**src/rtl/fp32_mul_pkg.sv**
```systemverilog
// Shared types and constants for the FP32 multiplier issue/collect sequencer.
package fp32_mul_pkg;

  localparam int unsigned FP32_W = 32;
  localparam int unsigned FLAG_W = 5;
  localparam int unsigned FLG_NAN = 0;
  localparam int unsigned FLG_INF = 1;
  localparam int unsigned FLG_OVF = 2;
  localparam int unsigned FLG_UNF = 3;
  localparam int unsigned FLG_TMO = 4;

  localparam logic [FP32_W-1:0] FP32_QNAN = 32'h7FC0_0000;

  typedef enum logic [1:0] {
    ST_IDLE  = 2'd0,
    ST_ISSUE = 2'd1,
    ST_WAIT  = 2'd2,
    ST_HOLD  = 2'd3
  } seq_state_t;

  typedef struct packed {
    logic [FP32_W-1:0] a;
    logic [FP32_W-1:0] b;
  } operand_pair_t;

endpackage

```
**src/rtl/fp32_mul_sequencer_if.sv**
```systemverilog
// Operand-in / result-out stream bundle; the sequencer is the slave side.
interface fp32_mul_sequencer_if
  import fp32_mul_pkg::*;
();
  logic              in_valid;
  logic              in_ready;
  logic [FP32_W-1:0] in_a;
  logic [FP32_W-1:0] in_b;
  logic              out_valid;
  logic              out_ready;
  logic [FP32_W-1:0] out_product;
  logic [FLAG_W-1:0] out_flags;

  modport master (
    output in_valid, in_a, in_b, out_ready,
    input  in_ready, out_valid, out_product, out_flags
  );

  modport slave (
    input  in_valid, in_a, in_b, out_ready,
    output in_ready, out_valid, out_product, out_flags
  );
endinterface

```
**src/rtl/fp32_operand_fifo.sv**
```systemverilog
// Synchronous FIFO of operand pairs; push/pop are ignored when full/empty.
module fp32_operand_fifo
  import fp32_mul_pkg::*;
#(
  parameter int unsigned DEPTH = 4
) (
  input  logic          clk,
  input  logic          rst_n,
  input  logic          push_i,
  input  operand_pair_t push_data_i,
  input  logic          pop_i,
  output logic          full_o,
  output logic          empty_o,
  output operand_pair_t head_o
);
  localparam int unsigned PTR_W = (DEPTH > 1) ? $clog2(DEPTH) : 1;
  localparam int unsigned CNT_W = PTR_W + 1;

  operand_pair_t mem_q [DEPTH];
  logic [PTR_W-1:0] wr_ptr_q, rd_ptr_q;
  logic [CNT_W-1:0] count_q;
  logic do_push, do_pop;

  assign full_o  = (count_q == CNT_W'(DEPTH));
  assign empty_o = (count_q == '0);
  assign do_push = push_i && !full_o;
  assign do_pop  = pop_i && !empty_o;
  assign head_o  = mem_q[rd_ptr_q];

  // Pointers wrap naturally since DEPTH is a power of two.
  always_ff @(posedge clk or negedge rst_n) begin
    if (!rst_n) begin
      wr_ptr_q <= '0;
      rd_ptr_q <= '0;
      count_q  <= '0;
    end else begin
      if (do_push) wr_ptr_q <= wr_ptr_q + PTR_W'(1);
      if (do_pop)  rd_ptr_q <= rd_ptr_q + PTR_W'(1);
      if (do_push && !do_pop)      count_q <= count_q + CNT_W'(1);
      else if (do_pop && !do_push) count_q <= count_q - CNT_W'(1);
    end
  end

  always_ff @(posedge clk) begin
    if (do_push) mem_q[wr_ptr_q] <= push_data_i;
  end

endmodule

```
**src/rtl/fp32_mul_sequencer.sv**
```systemverilog
// Issues buffered operand pairs to the FP32 multiplier core one at a time and
// holds each product with sticky exception flags until the consumer takes it.
module fp32_mul_sequencer
  import fp32_mul_pkg::*;
#(
  parameter int unsigned FIFO_DEPTH     = 4,
  parameter int unsigned TIMEOUT_CYCLES = 32
) (
  input  logic                clk,
  input  logic                rst_n,
  fp32_mul_sequencer_if.slave s_if,
  output logic                mul_start_o,
  output logic [FP32_W-1:0]   mul_a_o,
  output logic [FP32_W-1:0]   mul_b_o,
  input  logic                mul_done_i,
  input  logic [FP32_W-1:0]   mul_product_i,
  input  logic                mul_nan_i,
  input  logic                mul_inf_i,
  input  logic                mul_ovf_i,
  input  logic                mul_unf_i,
  output logic                busy_o
);
  localparam int unsigned TMO_W = $clog2(TIMEOUT_CYCLES + 1);
  localparam int unsigned ACC_W = FLAG_W - 1;

  seq_state_t        state_q, state_d;
  logic              start_q, start_d;
  logic [FP32_W-1:0] a_q, a_d, b_q, b_d;
  logic [ACC_W-1:0]  acc_q, acc_d;
  logic [TMO_W-1:0]  cnt_q, cnt_d;
  logic              valid_q, valid_d;
  logic [FP32_W-1:0] prod_q, prod_d;
  logic [FLAG_W-1:0] flags_q, flags_d;
  logic              busy_q, busy_d;

  logic              fifo_full, fifo_empty, fifo_pop_c;
  operand_pair_t     fifo_head, push_pair;
  logic [ACC_W-1:0]  core_flags;

  assign push_pair  = '{a: s_if.in_a, b: s_if.in_b};
  assign core_flags = {mul_unf_i, mul_ovf_i, mul_inf_i, mul_nan_i};

  fp32_operand_fifo #(.DEPTH(FIFO_DEPTH)) u_fifo (
    .clk         (clk),
    .rst_n       (rst_n),
    .push_i      (s_if.in_valid),
    .push_data_i (push_pair),
    .pop_i       (fifo_pop_c),
    .full_o      (fifo_full),
    .empty_o     (fifo_empty),
    .head_o      (fifo_head)
  );

  // Operands are loaded on the edge into ISSUE so start is high exactly during ISSUE.
  always_comb begin
    state_d    = state_q;
    start_d    = 1'b0;
    a_d        = a_q;
    b_d        = b_q;
    acc_d      = acc_q;
    cnt_d      = cnt_q;
    valid_d    = valid_q;
    prod_d     = prod_q;
    flags_d    = flags_q;
    fifo_pop_c = 1'b0;
    case (state_q)
      ST_IDLE: begin
        if (!fifo_empty) begin
          fifo_pop_c = 1'b1;
          a_d        = fifo_head.a;
          b_d        = fifo_head.b;
          start_d    = 1'b1;
          acc_d      = '0;
          cnt_d      = '0;
          state_d    = ST_ISSUE;
        end
      end
      ST_ISSUE: state_d = ST_WAIT;
      ST_WAIT: begin
        acc_d = acc_q | core_flags;
        cnt_d = cnt_q + TMO_W'(1);
        if (mul_done_i) begin
          prod_d  = mul_product_i;
          flags_d = {1'b0, acc_q | core_flags};
          valid_d = 1'b1;
          state_d = ST_HOLD;
        end else if (cnt_q == TMO_W'(TIMEOUT_CYCLES - 1)) begin
          prod_d  = FP32_QNAN;
          flags_d = {1'b1, acc_q};
          valid_d = 1'b1;
          state_d = ST_HOLD;
        end
      end
      ST_HOLD: begin
        if (s_if.out_ready) begin
          valid_d = 1'b0;
          state_d = ST_IDLE;
        end
      end
      default: state_d = ST_IDLE;
    endcase
    busy_d = (state_d != ST_IDLE);
  end

  always_ff @(posedge clk or negedge rst_n) begin
    if (!rst_n) begin
      state_q <= ST_IDLE;
      start_q <= 1'b0;
      a_q     <= '0;
      b_q     <= '0;
      acc_q   <= '0;
      cnt_q   <= '0;
      valid_q <= 1'b0;
      prod_q  <= '0;
      flags_q <= '0;
      busy_q  <= 1'b0;
    end else begin
      state_q <= state_d;
      start_q <= start_d;
      a_q     <= a_d;
      b_q     <= b_d;
      acc_q   <= acc_d;
      cnt_q   <= cnt_d;
      valid_q <= valid_d;
      prod_q  <= prod_d;
      flags_q <= flags_d;
      busy_q  <= busy_d;
    end
  end

  assign s_if.in_ready    = !fifo_full;
  assign s_if.out_valid   = valid_q;
  assign s_if.out_product = prod_q;
  assign s_if.out_flags   = flags_q;
  assign mul_start_o      = start_q;
  assign mul_a_o          = a_q;
  assign mul_b_o          = b_q;
  assign busy_o           = busy_q;

endmodule

```
**src/flat_wrapper.sv**
```systemverilog
// flat-port wrapper written by rule: the top's interface ports become plain ports
module fp32_mul_sequencer_flat import fp32_mul_pkg::*;
#(
  parameter int unsigned FIFO_DEPTH     = 4,
  parameter int unsigned TIMEOUT_CYCLES = 32
)
  (clk, rst_n, mul_start_o, mul_a_o, mul_b_o, mul_done_i, mul_product_i, mul_nan_i, mul_inf_i, mul_ovf_i, mul_unf_i, busy_o, s_if_in_valid, s_if_in_a, s_if_in_b, s_if_out_ready, s_if_in_ready, s_if_out_valid, s_if_out_product, s_if_out_flags);
  fp32_mul_sequencer_if s_if_i ();
  input  logic clk;
  input  logic rst_n;
  output logic mul_start_o;
  output logic [FP32_W-1:0] mul_a_o;
  output logic [FP32_W-1:0] mul_b_o;
  input  logic mul_done_i;
  input  logic [FP32_W-1:0] mul_product_i;
  input  logic mul_nan_i;
  input  logic mul_inf_i;
  input  logic mul_ovf_i;
  input  logic mul_unf_i;
  output logic busy_o;
  input wire logic [$bits(s_if_i.in_valid)-1:0] s_if_in_valid;
  input wire logic [$bits(s_if_i.in_a)-1:0] s_if_in_a;
  input wire logic [$bits(s_if_i.in_b)-1:0] s_if_in_b;
  input wire logic [$bits(s_if_i.out_ready)-1:0] s_if_out_ready;
  output wire logic [$bits(s_if_i.in_ready)-1:0] s_if_in_ready;
  output wire logic [$bits(s_if_i.out_valid)-1:0] s_if_out_valid;
  output wire logic [$bits(s_if_i.out_product)-1:0] s_if_out_product;
  output wire logic [$bits(s_if_i.out_flags)-1:0] s_if_out_flags;
  assign s_if_i.in_valid = s_if_in_valid;
  assign s_if_i.in_a = s_if_in_a;
  assign s_if_i.in_b = s_if_in_b;
  assign s_if_i.out_ready = s_if_out_ready;
  assign s_if_in_ready = s_if_i.in_ready;
  assign s_if_out_valid = s_if_i.out_valid;
  assign s_if_out_product = s_if_i.out_product;
  assign s_if_out_flags = s_if_i.out_flags;
  fp32_mul_sequencer #(.FIFO_DEPTH(FIFO_DEPTH), .TIMEOUT_CYCLES(TIMEOUT_CYCLES)) u_core (.clk(clk), .rst_n(rst_n), .s_if(s_if_i), .mul_start_o(mul_start_o), .mul_a_o(mul_a_o), .mul_b_o(mul_b_o), .mul_done_i(mul_done_i), .mul_product_i(mul_product_i), .mul_nan_i(mul_nan_i), .mul_inf_i(mul_inf_i), .mul_ovf_i(mul_ovf_i), .mul_unf_i(mul_unf_i), .busy_o(busy_o));
endmodule
```
**config.mk**
```make
export PLATFORM = sky130hd
export DESIGN_NAME = fp32_mul_sequencer_flat
export DESIGN_NICKNAME = d
export VERILOG_FILES = /design/src/rtl/fp32_mul_pkg.sv /design/src/rtl/fp32_mul_sequencer_if.sv /design/src/rtl/fp32_operand_fifo.sv /design/src/rtl/fp32_mul_sequencer.sv /design/src/flat_wrapper.sv
export SDC_FILE = /design/constraint.sdc
export NUM_CORES = 1
export LEC_CHECK = 0
export ABC_AREA = 1
export BUFFER_PORTS_ARGS = -buffer_cell sky130_fd_sc_hd__buf_2
export CORE_MARGIN = 3
export CORE_UTILIZATION = 60
export CTS_BUF_LIST = sky130_fd_sc_hd__clkbuf_4 sky130_fd_sc_hd__clkbuf_8
export DETAILED_ROUTE_END_ITERATION = 6
export GPL_TIMING_DRIVEN = 0
export PLACE_DENSITY = 0.83
export SLEW_MARGIN = 5
export SYNTH_ARGS = -nofsm -noshare
export SYNTH_HDL_FRONTEND = slang
export SYNTH_SLANG_ARGS = --single-unit
```
**constraint.sdc**
```tcl
create_clock -name clk -period 7.3 [get_ports clk]
set_input_delay 0.73 -clock clk [delete_from_list [all_inputs] [get_ports clk]]
set_output_delay 0.73 -clock clk [all_outputs]
set_load 0.01 [all_outputs]
```
==> metrics, run 1 <==
slack of the worst reg-to-reg path=4.94 ns; Unique masters post-synth=27; sequential area share after synthesis=0.690; Cell Count, Final, Fillers Out=2177; clock insertion delay at the later pin of the skew report=0.57 ns; kind of end point of the critical path=register; remaining number of nets flagged by the antenna check after routing=0; Num CTS Buffers=56; Hold Path Class=input pin to async pin; arrival time at the worst endpoint=2.84 ns; Top Layer Used=met5; global routing usage summed across all routing layers=0.250; Final setup violation count=0; maximum clock insertion buffer count=3; maximum clock rate=424 MHz; nets in the synthesized netlist=1634; pin count of the biggest net entering global routing=92; vias per cell=5.12; starting utilization of the core area=0.614; number of synthesized flops with an enable pin=256; share of synthesized registers carrying an async set or reset=0.325; vias post-DR=11200; sw power=0.00278 W; number of global-route vias before repair=11200; postcts setup bufs=0; final worst path period share=0.323; setup repair after global routing missed its margin=no; CTS tree=yes; number of remaining DRC errors=0; worst hold slack=0.0501 ns; routed length per instance=16.2 µm; HPWL Detailed=22900 µm; mean instance size in the synthesized netlist=10.3 µm²; Routed met2 length=17400 µm; height of the die=167 µm; TritonCTS Sinks=379; initial antenna violation count=8; worst setup path start=u_core.u_fifo.count_q[0]$_DFFE_PN0P_; Clock Tree Root=clkbuf_8; design area=18600 µm²; Max Transition Viols Final=0; WL met3=2930 µm; wire length of the first global-routing pass=55900 µm; Netlist Area Pre-Place=15600 µm²; Final Util=0.733; sum of overflow across all layers after global routing=0; R2R depth=11; Layout Area Growth over Synthesis=19.3%; share of power burned in combinational logic=0.344; clock transition at the registers of the reported paths=0.07 ns; most common cell after layout, fill and taps aside=nand2_1; number of gates resized after CTS=0; leading cell types by total area after synthesis=edfxtp_1, dfrtp_1, nand2_1; worst slew pin tran=0.935 ns; sequential power share=0.412; Max Cap Viol=0; fraction of final layout cells with drive strength greater than 1=0.225; Lkg Pwr=9.12 nW; Primary FF master, synth=edfxtp_1; power density over the cells=414 nW/µm²; count of hold buffers inserted by post-cts repair=0; internal power=0.00493 W; Synth warnings=0; placed inst area=17300 µm²; RR Endpoint=u_core.u_fifo.count_q[2]$_DFFE_PN0P_; Setup crit end=u_core.u_fifo.count_q[2]$_DFFE_PN0P_; num ports=210; Sw Share=0.360; routed length on met1=13900 µm; H-tree depth=2; final-stage net count=1910; FF+latch count, synth=379; initial DRC count=927; maximum ir drop on the vdd rail=0.287 mV; clock network fraction of total power=0.245; Slew headroom=0.375; final RePlAce weighted congestion=0.801; critical path class=register to register; worst setup skew after layout=0.0181 ns; final setup TNS=0 ns; std cell rows=58; Critical Path Fanout Max=10; post-synthesis cell count=1522; fraction of post-synthesis cell area in the top cell type by area=0.493; Initial DRT Pass Iterations=7; horizontal extent of the die=167 µm; port buffer count=209; status=complete, no violations; reg-to-reg critical path startpoint=u_core.u_fifo.count_q[0]$_DFFE_PN0P_; Data required, critical path=7.77 ns; largest area contributor in the synthesized netlist=edfxtp_1; Worst Setup Start Kind=register; die footprint=28000 µm²; total wire length=35200 µm; most frequent cells in the layout=nand2_1, edfxtp_1, buf_2; minimum clock period after layout=2.36 ns; Cell Count Post-Placement=2070; count of endpoints failing hold in the final timing report=0; area of the core region=25400 µm²
worst min-delay path by stage:
| stage | start | to | slack, ns | cells after the start |
|---|---|---|---|---|
| 2_1_floorplan | rst_n | u_core.acc_q[0]$_DFFE_PN0P_ | 0.43 | 0 |
| 3_3_place_gp | u_core.mul_b_o[25]$_DFFE_PN0P_ | u_core.mul_b_o[25]$_DFFE_PN0P_ | 0.46 | 2 |
| 3_5_place_dp | u_core.mul_b_o[16]$_DFFE_PN0P_ | u_core.mul_b_o[16]$_DFFE_PN0P_ | 0.46 | 2 |
| 4_1_cts | rst_n | u_core.mul_b_o[22]$_DFFE_PN0P_ | 0.03 | 1 |
| 5_1_grt | rst_n | u_core.mul_b_o[13]$_DFFE_PN0P_ | 0.04 | 1 |
| 6_report | rst_n | u_core.mul_b_o[22]$_DFFE_PN0P_ | 0.05 | 1 |
flip-flops by register name, indices dropped and copies added, names as in the netlist:
signal / cells
u_core.s_if.out_product: 32
u_core.mul_b_o: 32
u_core.cnt_q: 6
u_core.s_if.out_valid: 1
u_core.u_fifo.wr_ptr_q: 2
u_core.s_if.out_flags: 5
u_core.state_q: 2
u_core.mul_start_o: 1
u_core.u_fifo.count_q: 3
u_core.busy_o: 1
u_core.u_fifo.mem_q: 256
u_core.u_fifo.rd_ptr_q: 2
u_core.acc_q: 4
u_core.mul_a_o: 32
metal layers:
layer  up-vias  GRT usage
li1       5382          -
met1      5227      0.316
met2       443      0.432
met3        88     0.0545
met4        10     0.0872
met5         -          0
metrics by stage:
| stage | power, W | setup WS [ns] |
|---|---|---|
| final | 0.00771 | 4.94 |
| after global routing | 0.00822 | 4.71 |
| after CTS | 0.00775 | 4.93 |
| after detailed placement | 0.00585 | 4.76 |
| after global placement | 0.00570 | 0.999 |
| after floorplan | 0.00486 | 3.27 |
critical path: stages (launching register included):
cell and delay, ns:
dfrtp_1 0.42, nor2_1 0.14, nand2_1 0.08, nand2_2 0.27, buf_2 0.29, ha_1 0.19
inv_1 0.07, fa_1 0.44, inv_1 0.07, a21oi_1 0.06, nand2_1 0.09, xor2_1 0.16
power by group through the flow:
| stage | sequential (W) | combinational [W] | clock, W |
|---|---|---|---|
| detailed placement | 0.00321 | 0.00264 | 0 |
| CTS | 0.00317 | 0.00267 | 0.00191 |
| global placement | 0.00324 | 0.00246 | 0 |
| global route | 0.00323 | 0.00297 | 0.00202 |
| finish | 0.00318 | 0.00265 | 0.00189 |
| floorplan | 0.00333 | 0.00153 | 0 |
area by class of cell:
class / count / area [µm²]
Clock inverter: 19 / 230
Tap cell: 330 / 413
Clock buffer: 85 / 1060
Antenna cell: 3 / 7.51
Fill cell: 1725 / 6790
Sequential cell: 379 / 10800
Multi-Input combinational cell: 908 / 3860
Timing Repair Buffer: 218 / 1260
Inverter: 166 / 623
Buffer: 69 / 382
synth_stat cells (all sizes together) (3+ instances only):
| cell type | instances |
|---|---|
| or2 | 9 |
| nand2 | 730 |
| a21oi | 3 |
| buf | 60 |
| clkbuf | 9 |
| inv | 166 |
| ha | 6 |
| nor2 | 14 |
| dfrtp | 123 |
| nand3 | 123 |
| o21ai | 17 |
| edfxtp | 256 |
cell families (layout without fill, tap and decap cells):
logic type / Yosys count / in the layout / synth area share
buffers and inverters: 235 / 557 / 0.0644
flip-flops: 379 / 379 / 0.690
XOR/XNOR: 3 / 3 / 0.00168
AND/OR/NAND/NOR: 877 / 877 / 0.230
multiplexers: 1 / 1 / 0.000722
adder cells (fa/ha/maj): 7 / 7 / 0.00609
AO/OA/AOI/OAI: 20 / 20 / 0.00738
other: 0 / 3 / 0
(Power assumes the default switching activity.)
==> inputs of run 2 (changes only) <==
clock period = 2.29 ns   (was 7.3 ns; I/O delays follow)
==> run 2 against run 1 <==
Via count up 6.4%. Final area up 6.2%. Global-route usage up 2.2 points. Setup slack worse by 4.8 ns. Register-to-register slack worse by 4.8 ns. Final cell count up 5.3%. First-iteration DRC count up 40%. Clock power rose to 3.1 times the previous value. Die area unchanged. Power rose to 3.2 times the previous value. Critical path type unchanged. Largest cell class unchanged.
==> metrics, run 2 (synthesized netlist as in run 1, its figures left out) <==
status=complete, no violations (unchanged); worst slew pin tran=0.795 ns (was 0.935 ns); kind of end point of the critical path=register (unchanged); height of the die=167 µm (unchanged); CP max stage delay=0.60 ns (was 0.44 ns); global routing usage summed across all routing layers=0.272 (was 0.250); total buffers and inverters traversed by the critical path=2 (was 3); TritonCTS Sinks=379 (unchanged); Initial DRT Pass Iterations=7 (unchanged); worst setup skew after layout=0.0287 ns (was 0.0181 ns); minimum clock period after layout=2.12 ns (was 2.36 ns); setup repair after global routing missed its margin=no (unchanged); num ports=210 (unchanged); area of the core region=25400 µm² (unchanged); maximum clock insertion buffer count=3 (unchanged); total wire length=38700 µm (was 35200 µm); Largest register FFs=256 (unchanged); Hold Path Class=input pin to register (was input pin to async pin); starting utilization of the core area=0.614 (unchanged); vias per cell=5.17 (was 5.12); Critical Path Fanout Max=24 (was 10); crit path max-delay cell type=nor2_4 (was fa_1); most common cell after layout, fill and taps aside=nand2_1 (unchanged); total power=0.0251 W (was 0.00771 W); horizontal extent of the die=167 µm (unchanged); maximum ir drop on the vdd rail=0.700 mV (was 0.287 mV); count of endpoints failing hold in the final timing report=0 (unchanged); number of global-route vias before repair=11900 (was 11200); top cell family by delay on the critical path=simple AND/OR/NAND/NOR gates (was adder cells); clock transition at the registers of the reported paths=0.07 ns (about the same); most frequent cells in the layout=nand2_1, edfxtp_1, buf_2 (unchanged); port buffer count=209 (unchanged); final RePlAce weighted congestion=0.804 (was 0.801); HPWL Detailed=23400 µm (was 22900 µm); power density over the cells=1270 nW/µm² (was 414 nW/µm²); std cell rows=58 (unchanged); Reg with most FFs=u_core.u_fifo.mem_q (unchanged); sum of overflow across all layers after global routing=0 (unchanged); Lkg Pwr=9.61 nW (was 9.12 nW); maximum clock rate=472 MHz (was 424 MHz); Max Cap Viol=0 (unchanged); Cell Count, Final, Fillers Out=2293 (was 2177); Final setup violation count=0 (unchanged); remaining number of nets flagged by the antenna check after routing=0 (unchanged); number of filler instances in the final layout=1515 (was 1725); H-tree depth=2 (unchanged); die footprint=28000 µm² (unchanged); Worst Setup Start Kind=register (unchanged); final worst path period share=0.924 (was 0.323); arrival time at the worst endpoint=2.39 ns (was 2.84 ns); wire length of the first global-routing pass=60700 µm (was 55900 µm); Cell Count Post-Placement=2072 (was 2070); number of remaining DRC errors=0 (unchanged); vias post-DR=11900 (was 11200); Slew headroom=0.469 (was 0.375); Data required, critical path=2.56 ns (was 7.77 ns); Num CTS Buffers=58 (was 56); Clock Tree Root=clkbuf_8 (unchanged); worst path cell trace=nor2_1 > nand2_1 > nand2_4 > buf_4 > nor2_4 > buf_12 (was nor2_1 > nand2_1 > nand2_2 > buf_2 > ha_1 > inv_1 > fa_1 > inv_1 > a21oi_1 > nand2_1 > xor2_1); CTS tree=yes (unchanged); design area=19800 µm² (was 18600 µm²); clock insertion delay at the later pin of the skew report=0.59 ns (was 0.57 ns); Max Transition Viols Final=0 (unchanged); initial DRC count=1302 (was 927); initial antenna violation count=3 (was 8); pin count of the biggest net entering global routing=90 (was 92); critical path class=register to register (unchanged); setup slack at placement=-0.154 ns (was 4.76 ns); routed length per instance=16.9 µm (was 16.2 µm); fraction of final layout cells with drive strength greater than 1=0.220 (was 0.225); placed inst area=17400 µm² (was 17300 µm²); final-stage net count=2023 (was 1910); Final WS setup=0.174 ns (was 4.94 ns); Final Util=0.778 (was 0.733); Layout Area Growth over Synthesis=26.6% (was 19.3%)
-- run 2: cell types whose count changed in the layout (fill, tap and decap cells not counted), sizes merged, moves of 2 or more --
cell         before  now
dlygate4sd3       0  101
buf             278  287
clkinv           11   17
bufinv            5    2
clkinvlp          3    5
-- run 2: timing repair --
| item | in CTS | in global routing |
|---|---|---|
| hold endpoints to repair | 416 | 0 |
| cloned | 1 | 0 |
| resized for setup | 2 | 2 |
| endpoints found under the setup margin | 21 | 2 |
| pin swaps | 1 | 2 |
| hold buffers | 101 | 0 |
| setup buffers | 0 | 8 |
-- run 2: layout make-up --
| class | count | area [µm²] | area share |
|---|---|---|---|
| plain buffers | 68 | 377 | 0.0191 |
| well taps | 330 | 413 | 0.0209 |
| flip-flops and latches | 379 | 10800 | 0.545 |
| clock inverters | 25 | 194 | 0.00981 |
| clock buffers | 84 | 1090 | 0.0550 |
| multi-input cells | 909 | 3890 | 0.197 |
| diodes | 3 | 7.51 | 0.000380 |
| inverters | 166 | 623 | 0.0315 |
| repair buffers | 329 | 2400 | 0.122 |
-- run 2: worst register-to-register path: cells and delay by family, from the launching register on --
kind	cells	cell delay, ns
buffers and inverters	2	0.44
DFF	1	0.43
and+or+nand+nor	4	0.93
-- run 2: path summary, 6_finish.rpt --
check | from | to | slack [ns] | cells past startpoint
max | u_core.u_fifo.count_q[0]$_DFFE_PN0P_ | u_core.u_fifo.mem_q[1][13]$_DFFE_PP_ | 0.17 | 6
min | mul_unf_i | u_core.s_if.out_flags[3]$_DFFE_PN0P_ | 0.05 | 5
max reg2reg | u_core.u_fifo.count_q[0]$_DFFE_PN0P_ | u_core.u_fifo.mem_q[1][13]$_DFFE_PP_ | 0.17 | 6
min reg2reg | u_core.mul_b_o[9]$_DFFE_PN0P_ | u_core.mul_b_o[9]$_DFFE_PN0P_ | 0.48 | 2
max in group asynchronous | rst_n | u_core.mul_a_o[21]$_DFFE_PN0P_ | 1.39 | 3
min in group asynchronous | rst_n | u_core.mul_a_o[31]$_DFFE_PN0P_ | 0.12 | 2
-- run 2: where the power goes --
group / switching, W / total [W] / leakage, nW / internal (W)
logic: 0.00588 / 0.00895 / 5.06 / 0.00307
registers: 0.000833 / 0.0102 / 3.87 / 0.00934
clock network: 0.00263 / 0.00594 / 0.673 / 0.00331
-- run 2: per-layer routing --
layer	track usage	part of all wire
met5	0	0
met4	0.0950	0.025
met3	0.0425	0.076
met2	0.478	0.51
met1	0.348	0.39
-- run 2: metrics by stage --
| stage | hold slack, ns | TNS (ns) |
|---|---|---|
| 2_1_floorplan | -0.0666 | -146.59 |
| 3_3_place_gp | 0.432 | -543.66 |
| 3_5_place_dp | 0.156 | -3.14 |
| 4_1_cts | 0.0326 | 0 |
| 5_1_grt | 0.0726 | 0 |
| 6_report | 0.0545 | 0 |
==> inputs of run 3 (changes only) <==
REMOVE_ABC_BUFFERS = 1   (was default)
==> run 3 against run 2 <==
Power down 0.33%. Clock power grew 2%. Setup slack worse by 0.053 ns. Final cell count decreased by 3.0%. Die area unchanged.
==> metrics, run 3 (synthesized netlist as in run 1, its figures left out) <==
status=complete, no violations (unchanged); worst slew pin tran=0.899 ns (was 0.795 ns); vias per cell=5.26 (was 5.17); maximum clock rate=461 MHz (was 472 MHz); Data required, critical path=2.75 ns (was 2.56 ns); vias post-DR=11700 (was 11900); count of endpoints failing hold in the final timing report=0 (unchanged); worst setup skew after layout=0.0275 ns (was 0.0287 ns); Largest register FFs=256 (unchanged); sequential standard cell area=10800 µm² (about the same); most frequent cells in the layout=nand2_1, edfxtp_1, buf_2 (unchanged); most common cell after layout, fill and taps aside=nand2_1 (unchanged); Hold Path Class=input pin to register (unchanged); number of global-route vias before repair=12200 (was 11900); remaining number of nets flagged by the antenna check after routing=0 (unchanged); clock insertion delay at the later pin of the skew report=0.58 ns (was 0.59 ns); height of the die=167 µm (unchanged); global routing usage summed across all routing layers=0.274 (was 0.272); initial DRC count=929 (was 1302); CTS tree=yes (unchanged); number of filler instances in the final layout=1495 (was 1515); Num CTS Buffers=58 (unchanged); pin count of the biggest net entering global routing=85 (was 90); die footprint=28000 µm² (unchanged); arrival time at the worst endpoint=2.63 ns (was 2.39 ns); TritonCTS Sinks=379 (unchanged); clock transition at the registers of the reported paths=0.07 ns (about the same); Layout Area Growth over Synthesis=25.4% (was 26.6%); port buffer count=209 (unchanged); maximum ir drop on the vdd rail=0.993 mV (was 0.700 mV); combined area of the multi-input logic cells=3910 µm² (was 3890 µm²); Critical Path Fanout Max=6 (was 24); number of remaining DRC errors=0 (unchanged); Final setup violation count=0 (unchanged); fraction of final layout cells with drive strength greater than 1=0.203 (was 0.220); final setup TNS=0 ns (unchanged); starting utilization of the core area=0.614 (unchanged); Lkg Pwr=9.45 nW (was 9.61 nW); Max Cap Viol=0 (unchanged); routed length per instance=17.2 µm (was 16.9 µm); Final WS setup=0.120 ns (was 0.174 ns); final-stage net count=1956 (was 2023); total wire length=38400 µm (was 38700 µm); sum of overflow across all layers after global routing=0 (unchanged); horizontal extent of the die=167 µm (unchanged); Initial DRT Pass Iterations=6 (was 7); wire length of the first global-routing pass=61600 µm (was 60700 µm); Max Transition Viols Final=0 (unchanged); Reg with most FFs=u_core.u_fifo.mem_q (unchanged); Slew headroom=0.399 (was 0.469); maximum clock insertion buffer count=3 (unchanged); power density over the cells=1280 nW/µm² (was 1270 nW/µm²); HPWL Detailed=20600 µm (was 23400 µm); Clock Tree Root=clkbuf_8 (unchanged); setup repair after global routing missed its margin=no (unchanged); final RePlAce weighted congestion=0.822 (was 0.804); H-tree depth=2 (unchanged); num ports=210 (unchanged); kind of end point of the critical path=register (unchanged); setup slack at placement=-0.217 ns (was -0.154 ns); final worst path period share=0.947 (was 0.924); minimum clock period after layout=2.17 ns (was 2.12 ns); area of the core region=25400 µm² (unchanged); std cell rows=58 (unchanged); Worst Setup Start Kind=register (unchanged); initial antenna violation count=2 (was 3); critical path class=register to register (unchanged)
run 3: cell count changes in the layout (fill, tap and decap cells not counted), sizes merged, moves of 3 or more:
cell and delta:
buf -59, clkbuf -3, clkinv -3, clkinvlp -5
run 3: metal layers:
layer | wire [µm] | track usage | vias to the layer above
met5 | 13 | 0 | -
li1 | - | - | 5472
met2 | 19800 | 0.491 | 544
met4 | 1060 | 0.0968 | 2
met3 | 2940 | 0.0534 | 92
met1 | 14600 | 0.333 | 5588
run 3: through the flow:
stage / area [µm²] / hold slack [ns] / util / cells / total power (W)
after detailed placement: 17200 / 0.291 / 0.676 / 2009 / 0.0185
after CTS: 19500 / 0.00167 / 0.769 / 2221 / 0.0249
after global placement: 16700 / 0.436 / 0.657 / 1992 / 0.0173
after floorplan: 15200 / -0.0666 / - / 1453 / 0.0152
after global routing: 19600 / 0.0734 / 0.770 / 2224 / 0.0266
final: 19600 / 0.0473 / 0.770 / 2225 / 0.0250
run 3: where the power goes:
group / internal [W] / switching, W
sequential: 0.00935 / 0.00108
combinational: 0.00299 / 0.00552
clock: 0.00348 / 0.00256
run 3: path summary, 6_finish.rpt:
path	slack, ns	to	from	depth (start not counted)
worst max-delay path	0.12	u_core.u_fifo.count_q[1]$_DFFE_PN0P_	u_core.u_fifo.count_q[0]$_DFFE_PN0P_	8
worst min-delay path	0.05	u_core.acc_q[2]$_DFFE_PN0P_	mul_ovf_i	5
min in group asynchronous	0.23	u_core.s_if.out_valid$_DFFE_PN0P_	rst_n	2
max in group asynchronous	1.32	u_core.mul_b_o[26]$_DFFE_PN0P_	rst_n	3
worst min register to register	0.47	u_core.mul_b_o[20]$_DFFE_PN0P_	u_core.mul_b_o[20]$_DFFE_PN0P_	2
worst max register to register	0.12	u_core.u_fifo.count_q[1]$_DFFE_PN0P_	u_core.u_fifo.count_q[0]$_DFFE_PN0P_	8
run 3: critical path, cell delays in order, from the launching register on:
cell     delay [ns]
dfrtp_1        0.43
nor2_2         0.13
nand2_1        0.12
nand2_2        0.23
inv_1          0.14
ha_1           0.24
inv_1          0.11
fa_1           0.39
mux2_2         0.26
run 3: cell type report:
cell class / count / area share
multi-input combinational: 910 / 0.200
inverter: 166 / 0.0325
timing repair buffer: 329 / 0.130
sequential: 379 / 0.550
clock buffer: 90 / 0.0575
clock inverter: 19 / 0.00863
tap: 330 / 0.0211
antenna: 2 / 0.000256
run 3: timing repair:
action,CTS,global route
pin swaps,1,2
buffers inserted,1,1
resized for setup,5,3
endpoints found under the setup margin,2,43
hold buffers,100,0
endpoints found under the hold margin,353,0
cloned,2,1
